File: src/rtl/temporal_spike_encoder.sv
// Temporal spike encoder: turns one frame of intensities into a time-to-first-spike volley.
// Optional early termination on downstream inhibit is compiled in with EARLY_STOP_EN.
module temporal_spike_encoder #(
   parameter int NUM_INPUTS  = 16,
   parameter int TIME_PERIOD = 8,
   parameter int TW          = $clog2(TIME_PERIOD)
) (
   input  logic                     clk,
   input  logic                     rst,
   input  logic                     in_valid,
   output logic                     in_ready,
   input  logic [NUM_INPUTS*TW-1:0] in_data,
   input  logic                     inhibit,
   output logic [TW-1:0]            time_val,
   output logic [NUM_INPUTS-1:0]    spike_volley,
   output logic                     volley_active,
   output logic                     volley_start,
   output logic                     volley_done
);

   typedef enum logic [1:0] {IDLE, RUN, DONE} state_t;

   localparam logic [TW-1:0] LAST_T = TW'(TIME_PERIOD - 1);

   state_t                  state_q;
   logic [TW-1:0]           cnt_q;
   logic [TW-1:0]           cnt_d;
   logic [NUM_INPUTS*TW-1:0] data_q;
   logic [TW-1:0]           time_q;
   logic [NUM_INPUTS-1:0]   spike_q;
   logic                    active_q;
   logic                    start_q;
   logic                    done_q;
   logic                    stopNow;

   // Larger intensity fires earlier: value v fires at t = TIME_PERIOD-1 - v.
   function automatic logic [NUM_INPUTS-1:0] spikesAt(
      input logic [NUM_INPUTS*TW-1:0] vals,
      input logic [TW-1:0]            t
   );
      logic [NUM_INPUTS-1:0] s;
      s = '0;
      for (int i = 0; i < NUM_INPUTS; i++) begin
         s[i] = (t == LAST_T - vals[i*TW +: TW]);
      end
      return s;
   endfunction

   assign cnt_d = cnt_q + TW'(1);

`ifdef EARLY_STOP_EN
   assign stopNow = (cnt_q == LAST_T) || inhibit;
`else
   logic unusedInhibit;
   assign unusedInhibit = inhibit;
   assign stopNow       = (cnt_q == LAST_T);
`endif

   assign in_ready = (state_q == IDLE) && !rst;

   // Outputs are precomputed one cycle ahead so every visible output is a flop.
   always_ff @(posedge clk) begin
      if (rst) begin
         state_q  <= IDLE;
         cnt_q    <= '0;
         data_q   <= '0;
         time_q   <= '0;
         spike_q  <= '0;
         active_q <= 1'b0;
         start_q  <= 1'b0;
         done_q   <= 1'b0;
      end else begin
         time_q   <= '0;
         spike_q  <= '0;
         active_q <= 1'b0;
         start_q  <= 1'b0;
         done_q   <= 1'b0;
         case (state_q)
            IDLE: begin
               if (in_valid) begin
                  data_q   <= in_data;
                  cnt_q    <= '0;
                  state_q  <= RUN;
                  active_q <= 1'b1;
                  start_q  <= 1'b1;
                  spike_q  <= spikesAt(in_data, TW'(0));
               end
            end
            RUN: begin
               if (stopNow) begin
                  state_q <= DONE;
                  done_q  <= 1'b1;
               end else begin
                  cnt_q    <= cnt_d;
                  time_q   <= cnt_d;
                  active_q <= 1'b1;
                  spike_q  <= spikesAt(data_q, cnt_d);
               end
            end
            DONE: begin
               state_q <= IDLE;
               cnt_q   <= '0;
            end
            default: state_q <= IDLE;
         endcase
      end
   end

   assign time_val      = time_q;
   assign spike_volley  = spike_q;
   assign volley_active = active_q;
   assign volley_start  = start_q;
   assign volley_done   = done_q;

endmodule

File: config.mk
export PLATFORM = sky130hd
export DESIGN_NAME = temporal_spike_encoder
export DESIGN_NICKNAME = d
export VERILOG_FILES = /design/src/rtl/temporal_spike_encoder.sv
export SDC_FILE = /design/constraint.sdc
export NUM_CORES = 1
export LEC_CHECK = 0
export BUFFER_PORTS_ARGS = -buffer_cell sky130_fd_sc_hd__buf_2
export CORE_ASPECT_RATIO = 0.75
export CORE_MARGIN = 5
export CORE_UTILIZATION = 53
export DETAILED_ROUTE_END_ITERATION = 6
export PLACE_DENSITY = 0.78
export SYNTH_ARGS = -nofsm -noshare
export SYNTH_HDL_FRONTEND = slang
export SYNTH_SLANG_ARGS = --single-unit
File: constraint.sdc
create_clock -name clk -period 1.9 [get_ports clk]
set_input_delay 0.38 -clock clk [delete_from_list [all_inputs] [get_ports clk]]
set_output_delay 0.38 -clock clk [all_outputs]
set_load 0.01 [all_outputs]
# Word level (Yosys, flattened, before mapping)
# Cells that the tools add are included.
# totals
ff_bits,75
in_bits,52
# op_classes
addsub,33
n_eq_ne,22
n_mux,13
n_bitwise,2
reduce_logical,26
# op_table
operator,count
"subtractor 3 bit, first input constant",32
equality test 3 bit,16
logical NOT 3 bit,16
2-to-1 mux 16 bit,2
case mux 16 bit (2 select lines),1
case mux 3 bit (3 select lines),1
2-to-1 mux 3 bit,2
"inequality test 2 bit, second input constant",3
2-to-1 mux 2 bit,2
case mux 2 bit (2 select lines),1
AND reduction 2 bit,2
OR reduction 2 bit,2
"adder 3 x 1 -> 3 bit, second input constant",1
"equality test 3 bit, second input constant",1
2-to-1 mux 1 bit,3
AND reduction 3 bit,1
nonzero test 3 bit,1
OR reduction 3 bit,1
"equality test 2 x 1 -> 1 bit, second input constant",1
"equality test 2 bit, second input constant",1
logical NOT 2 bit,1
NOT 1 bit,2
case mux 1 bit (2 select lines),1
logical AND 1 bit,1
logical NOT 1 bit,1

# Longest topological paths before layout
# Gate-level depths: netlist (run 1).
# depth
word_depth,4
depth_mapped,7

# Worst setup path after synthesis (run 1)
# Ideal clock, no wire load.
# synth_path
path_kind,register -> register
startpoint,register cnt_q[0]
endpoint,"register spike_q[15], in the netlist spike_volley[15]"
setup_ns,0.070
t_arrival_ns,1.497
required_ns,1.830
setup_slack_ns,0.333
stages_incl_launch_ff,8
path_buffers,2
synth_period_minus_slack_ns,1.567
path_cell_list,dfxtp_1 ha_1 ha_1 buf_2 buf_4 xor2_1 nand4_1 a21oi_1
# synth_via
elab_chain_len,4
word_cells_on_any_way,5
classes_between,add/sub: 1; eq/ne: 2; mux: 2
# synth_lines
item,line_no,rtl
from (decl),26,logic [TW-1:0] cnt_q;
from (signal assigned),94,cnt_q <= cnt_d;
adder 3 x 1 -> 3 bit,49,assign cnt_d = cnt_q + TW'(1);
via cnt_d[2],27,logic [TW-1:0] cnt_d;
equality test 3 bit,44,s[i] = (t == LAST_T - vals[i*TW +: TW]);
2-to-1 mux 16 bit,90,if (stopNow) begin
case mux 16 bit (2 select lines),78,case (state_q)
to (signal assigned),86,"spike_q <= spikesAt(in_data, TW'(0));"
to (signal assigned),97,"spike_q <= spikesAt(data_q, cnt_d);"
to (decl),30,logic [NUM_INPUTS-1:0] spike_q;
# The timed path passes the listed nets, and every way through them passes these cells.
# A chain may end at the register's enable or synchronous reset.

# Worst setup path after layout (run 1)
# layout_path
startpoint,register cnt_q[0]
endpoint,register cnt_q[1]
# layout_via
elab_chain_len,3
word_cells_on_any_way,6
classes_between,add/sub: 1; eq/ne: 2; mux: 2; reduce/logical: 1
# layout_lines
item,line_no,rtl
equality test 3 bit,56,assign stopNow = (cnt_q == LAST_T);
via stopNow,34,logic stopNow;
inequality test 2 bit (no source line),n/a,
AND reduction 3 bit (no source line),n/a,
# The timed path passes the listed nets, and every way through them passes these cells. The select of a mux whose other input is x is not followed.

==> results of run 1 <==
-- metrics by stage --
step	area [sq um]	std cells
6_report	3800	522
5_1_grt	3800	522
4_1_cts	3800	522
3_5_place_dp	3600	507
3_3_place_gp	3600	507
2_1_floorplan	3220	373
-- cells in the final DEF, fill, tap and decap left out, types with 4 or more instances in the layout --
cell / count
buf_4: 13
nor4bb_1: 4
nand4_1: 31
xor2_1: 32
dfxtp_1: 75
nor2_1: 5
a21oi_1: 66
clkbuf_8: 14
nand2_1: 96
buf_2: 73
xnor2_1: 16
-- how the worst min path moves through the flow --
stage	start	endpoint	slack (ps)	cells after the start
2_1_floorplan	data_q[10]	data_q[10]	450	2
3_3_place_gp	data_q[22]	data_q[22]	450	2
3_5_place_dp	data_q[45]	data_q[45]	460	2
4_1_cts	in_data[44]	data_q[44]	260	3
5_1_grt	in_data[40]	data_q[40]	250	3
6_report	in_data[27]	data_q[27]	280	3
-- registers in the layout, summed over array words and instances, names as in the netlist --
name and flops:
volley_active 1, cnt_q 3, spike_volley 16, data_q 48
state_q 2, volley_done 1, volley_start 1, time_val 3
-- cells by family after synthesis --
family | share of synthesized area (%)
xor+xnor | 13.1
fa+ha+maj | 0.777
flops | 46.6
simple gates | 22.2
buf+inv | 6.26
compound gates | 11.1
-- power groups by stage --
stage / Sequential (W) / Clock (W) / Combinational, W
after global routing: 0.00171 / 0.00129 / 0.000509
final: 0.00170 / 0.00119 / 0.000456
after CTS: 0.00170 / 0.00122 / 0.000456
after floorplan: 0.00173 / 0 / 0.000319
after global placement: 0.00173 / 0 / 0.000443
after detailed placement: 0.00174 / 0 / 0.000452
-- metal layers --
metal	vias to the layer above	global-route usage [%]	wire length (um)
li1	1386	-	-
met1	1256	24.5	3290
met2	75	31.6	3520
met3	4	6.54	393
met4	0	6.06	42
met5	-	0	0
-- tightest hold or removal path, cell delays in order --
cell and delay, ps:
buf_2 100, nand2_1 50, a21oi_1 50
-- final cells by class --
type / instances / area, sq um
Fill cell: 519 / 2050
Multi-Input combinational cell: 267 / 1520
Tap cell: 78 / 97.6
Sequential cell: 75 / 1500
Timing Repair Buffer: 87 / 483
Clock buffer: 14 / 193
Clock inverter: 1 / 5.00
==> reports/metrics.yaml, run 1 <==
tritoncts: "built"
cp_cell_sequence: "ha_1, ha_1, or3b_1, a31oi_1, nor2_1"
crit_type: "flop to flop"
hold_viol: 0
clk_path_buf_depth: 2
post-route-period-util_pct: 89.6
rrSetupSlack_ps: 200
netSwitchingPower_w: 0.000856
wl_per_cell_um: 13.9
initial_core_util_pct: 55.0
antenna_cells: 0
min_path_type: "primary input to flop"
p_comb_share_pct: 13.6
gp_congestion: 0.837
syn_area_sq_um: 3220
rows: 24
synth_edf_count: 0
grt_overflow: 0
critPathMaxFanout: 8
critical_path.most_common_cell: "ha_1"
cp_top_family: "simple AND/OR/NAND/NOR gates"
status: "finished clean"
path_clk_slew_ps: 70
synthArstFlopShare_pct: 0
fin_ws_ps: 198
clkPwrFrac_pct: 35.6
port_buffers: 73
die_area_sq_um: 7750
grt_pass1_vias: 2655
r2r_start: "cnt_q[0]"
post_synth_num_cell_types: 25
internal-power_w: 0.00249
clock-sinks: 75
power_frac_seq_pct: 50.8
hold_ws_ps: 276
end_kind: "flop"
total_power_w: 0.00335
avgSynthCellArea_sq_um: 8.63
drive_above_1_share_pct: 23.6
drt_first_pass_iters: 4
synthesis.nets: 427
synth_flop_cell: "dfxtp_1"
hold_buffers: 0
rsz0062_at_grt: "no"
area_growth_pct: 18.1
peakVddDrop_mv: 0.556
vias_per_cell: 5.21
tightestPinTransition_ps: 608
synth_cells: 373
critPathLaunchType: "flop"
layout.nets: 494
power.leakage_nw: 1.69
yosysMostFrequentCell: "nand2_1"
synth_largest_area_cell: "dfxtp_1"
worstSetupPathDepth: 5
grt_pass1_wl_um: 12100
wl_um: 7250
cp-endpoint: "cnt_q[1]"
drcViolationCount: 0
slew_headroom_pct: 59.5
cp_slowest_cell: "or3b_1"
powerDensity_nw_per_um2: 880
fmax_mhz: 587
grt_use_total_pct: 19.4
crit_path_max_incr_delay_ps: 520
required_ps: 2120
setup_viol: 0
finalSetupTns_ps: 0
netlist_top_cells_count: "96 x nand2_1, 75 x dfxtp_1, 66 x a21oi_1"
synth-seq-area-share_pct: 46.6
r2r_cells: 5
cts_setup_buffers: 0
drtAntennaViolNets: 0
vias: 2721
cts_resized: 0
place_ws_ps: 219
die_h_um: 77.5
arrival_ps: 1920
die_w_um: 100
io_pins: 75
clk_latency_ps: 340
synth_seq_cells: 75
p_sw_share_pct: 25.6
antenna_found_initial: 0
cts-htree-levels: 3
fin_util_pct: 64.9
fin_worst_skew_ps: 5.85
first_iter_violations: 140
critPathLaunch: "cnt_q[0]"
fp.coreArea_sq_um: 5860
synth_area_leaders: "dfxtp_1 47%, nand2_1 11%, a21oi_1 10%"
maxSlewViolCount: 0
synth_top_area_share_pct: 46.6
ys.warnings.count: 0
worstReg2RegEnd: "cnt_q[1]"
cap_violations: 0
path_buf_inv: 0
grt_max_degree: 60
hpwl_um: 4880
min_period_ps: 1700
cts_buffers: 9
root_buffer: "clkbuf_8"
Note: power is estimated with default switching activity, not from simulation.
==> inputs of run 2 (changes only) <==
--- a/config.mk
+++ b/config.mk
@@ -8,9 +8,9 @@
 export BUFFER_PORTS_ARGS = -buffer_cell sky130_fd_sc_hd__buf_2
 export CORE_ASPECT_RATIO = 0.75
 export CORE_MARGIN = 5
-export CORE_UTILIZATION = 53
+export CORE_UTILIZATION = 57
 export DETAILED_ROUTE_END_ITERATION = 6
-export PLACE_DENSITY = 0.78
+export PLACE_DENSITY = 0.83
 export SYNTH_ARGS = -nofsm -noshare
 export SYNTH_HDL_FRONTEND = slang
 export SYNTH_SLANG_ARGS = --single-unit
==> constraint.sdc (replaced) <==
create_clock -name clk -period 2.2 [get_ports clk]
set_input_delay 0.44 -clock clk [delete_from_list [all_inputs] [get_ports clk]]
set_output_delay 0.44 -clock clk [all_outputs]
set_load 0.01 [all_outputs]
==> reports/metrics.yaml, run 2 (synthesis results as in run 1) <==
status: "finished clean"  # unchanged
fin_util_pct: 70.0  # was 64.9%
hold_viol: 0  # unchanged
die_area_sq_um: 7270  # was 7750 sq um
drt_first_pass_iters: 4  # unchanged
grt_overflow: 0  # unchanged
rsz0062_at_grt: "no"  # unchanged
clk_latency_ps: 340  # about the same
vias: 2746  # was 2721
hpwl_um: 5010  # was 4880 um
cp-endpoint: "in_ready"  # was cnt_q[1]
die_h_um: 75.1  # was 77.5 um
cp_slowest_cell: "dfxtp_1"  # was or3b_1
initial_core_util_pct: 59.5  # was 55.0%
netSwitchingPower_w: 0.000763  # was 0.000856 W
root_buffer: "clkbuf_8"  # unchanged
cts_buffers: 9  # unchanged
worstSetupPathDepth: 3  # was 5
drive_above_1_share_pct: 22.9  # was 23.6%
worstReg2RegEnd: "cnt_q[2]"  # was cnt_q[1]
path_clk_slew_ps: 80  # was 70 ps
area_growth_pct: 17.6  # was 18.1%
io_pins: 75  # unchanged
setup_viol: 0  # unchanged
p_comb_share_pct: 13.2  # was 13.6%
layout.nets: 491  # was 494
critPathLaunch: "state_q[1]"  # was cnt_q[0]
largest_reg_flops: 48  # unchanged
drcViolationCount: 0  # unchanged
cts_resized: 0  # unchanged
grt_pass1_vias: 2731  # was 2655
gp_congestion: 0.763  # was 0.837
clock-sinks: 75  # unchanged
cts-htree-levels: 3  # unchanged
vias_per_cell: 5.31  # was 5.21
peakVddDrop_mv: 0.450  # was 0.556 mV
grt_use_total_pct: 21.4  # was 19.4%
internal-power_w: 0.00223  # was 0.00249 W
tightestPinTransition_ps: 599  # was 608 ps
grt_pass1_wl_um: 12400  # was 12100 um
crit_path_max_incr_delay_ps: 610  # was 520 ps
critPathMaxFanout: 12  # was 8
cap_violations: 0  # unchanged
tritoncts: "built"  # unchanged
end_kind: "output port"  # was flop
r2r_cells: 5  # unchanged
rows: 23  # was 24
port_buffers: 73  # unchanged
clkPwrFrac_pct: 37.7  # was 35.6%
finalSetupTns_ps: 0  # unchanged
power.leakage_nw: 1.67  # was 1.69 nW
cp_cell_sequence: "or2_1, nor2_1, buf_2"  # was ha_1, ha_1, or3b_1, a31oi_1, nor2_1
min_period_ps: 1770
total_power_w: 0.00299  # was 0.00335 W
power_frac_seq_pct: 49.1  # was 50.8%
powerDensity_nw_per_um2: 789  # was 880 nW/um^2
mostFrequentLayoutCells: "96 x nand2_1, 75 x dfxtp_1, 73 x buf_2"  # unchanged
wl_per_cell_um: 14.6  # was 13.9 um
first_iter_violations: 210  # was 140
post-route-period-util_pct: 80.3
cts_setup_buffers: 0  # unchanged
grt_max_degree: 64  # was 60
wl_um: 7550  # was 7250 um
crit_type: "flop to output port"  # was flop to flop
arrival_ps: 1330  # was 1920 ps
holdPathStages: 3  # unchanged
max_flop_register: "data_q"  # unchanged
hold_buffers: 0  # unchanged
min_path_type: "primary input to flop"  # unchanged
drtAntennaViolNets: 0  # unchanged
maxSlewViolCount: 0  # unchanged
layout_commonest_cell: "nand2_1"  # unchanged
antenna_cells: 0  # unchanged
fin_worst_skew_ps: 6.96  # was 5.85 ps
cp_top_family: "flip-flops"  # was simple AND/OR/NAND/NOR gates
die_w_um: 96.8  # was 100 um
fmax_mhz: 566
antenna_found_initial: 0  # unchanged
slew_headroom_pct: 60.1  # was 59.5%
clk_path_buf_depth: 2  # unchanged
p_sw_share_pct: 25.5  # was 25.6%
r2r_start: "cnt_q[0]"  # unchanged
required_ps: 1760  # was 2120 ps
fp.coreArea_sq_um: 5410  # was 5860 sq um
critPathLaunchType: "flop"  # unchanged
rrSetupSlack_ps: 440  # was 200 ps
path_buf_inv: 1  # was 0
==> run 2: layout make-up <==
cell class	count	area, sq um
multi-input cells	267	1520
clock buffers	11	131
flip-flops and latches	75	1500
fillers	456	1620
repair buffers	84	460
clock inverters	5	77.6
well taps	75	93.8
==> run 2: per-layer routing <==
layer | vias to the layer above | routed length (um) | global-route usage, % | part of all wire (%)
li1 | 1382 | - | - | -
met1 | 1264 | 3300 | 25.3 | 44
met2 | 88 | 3670 | 37.5 | 49
met3 | 12 | 503 | 6.48 | 6.7
met4 | 0 | 74 | 8.41 | 0.98
met5 | - | 0 | 0 | 0
==> run 2: worst min-delay path by stage <==
stage	from	endpoint	slack, ps
floorplan	data_q[10]	data_q[10]	450
finish	in_data[30]	data_q[30]	340
global placement	data_q[43]	data_q[43]	450
detailed placement	data_q[34]	data_q[34]	460
global route	in_data[16]	data_q[16]	330
CTS	in_data[30]	data_q[30]	320
==> run 2: tightest hold or removal path, cell delays in order <==
cell and delay, ps:
buf_2 100, nand2_1 50, a21oi_1 50
==> run 2: per-stage QoR <==
stage          setup slack, ps  cell area [sq um]  instances  hold slack (ps)
2_1_floorplan              633               3220        373              448
3_3_place_gp               520               3580        501              454
3_5_place_dp               456               3580        501              460
4_1_cts                    417               3790        517              320
5_1_grt                    339               3790        517              327
6_report                   433               3790        517              338
==> run 2: power by group through the flow <==
stage	registers (W)	logic (W)	clock network [W]
after global placement	0.00149	0.000376	0
after CTS	0.00147	0.000393	0.00114
after detailed placement	0.00150	0.000390	0
after floorplan	0.00149	0.000276	0
after global routing	0.00148	0.000438	0.00120
final	0.00147	0.000395	0.00113
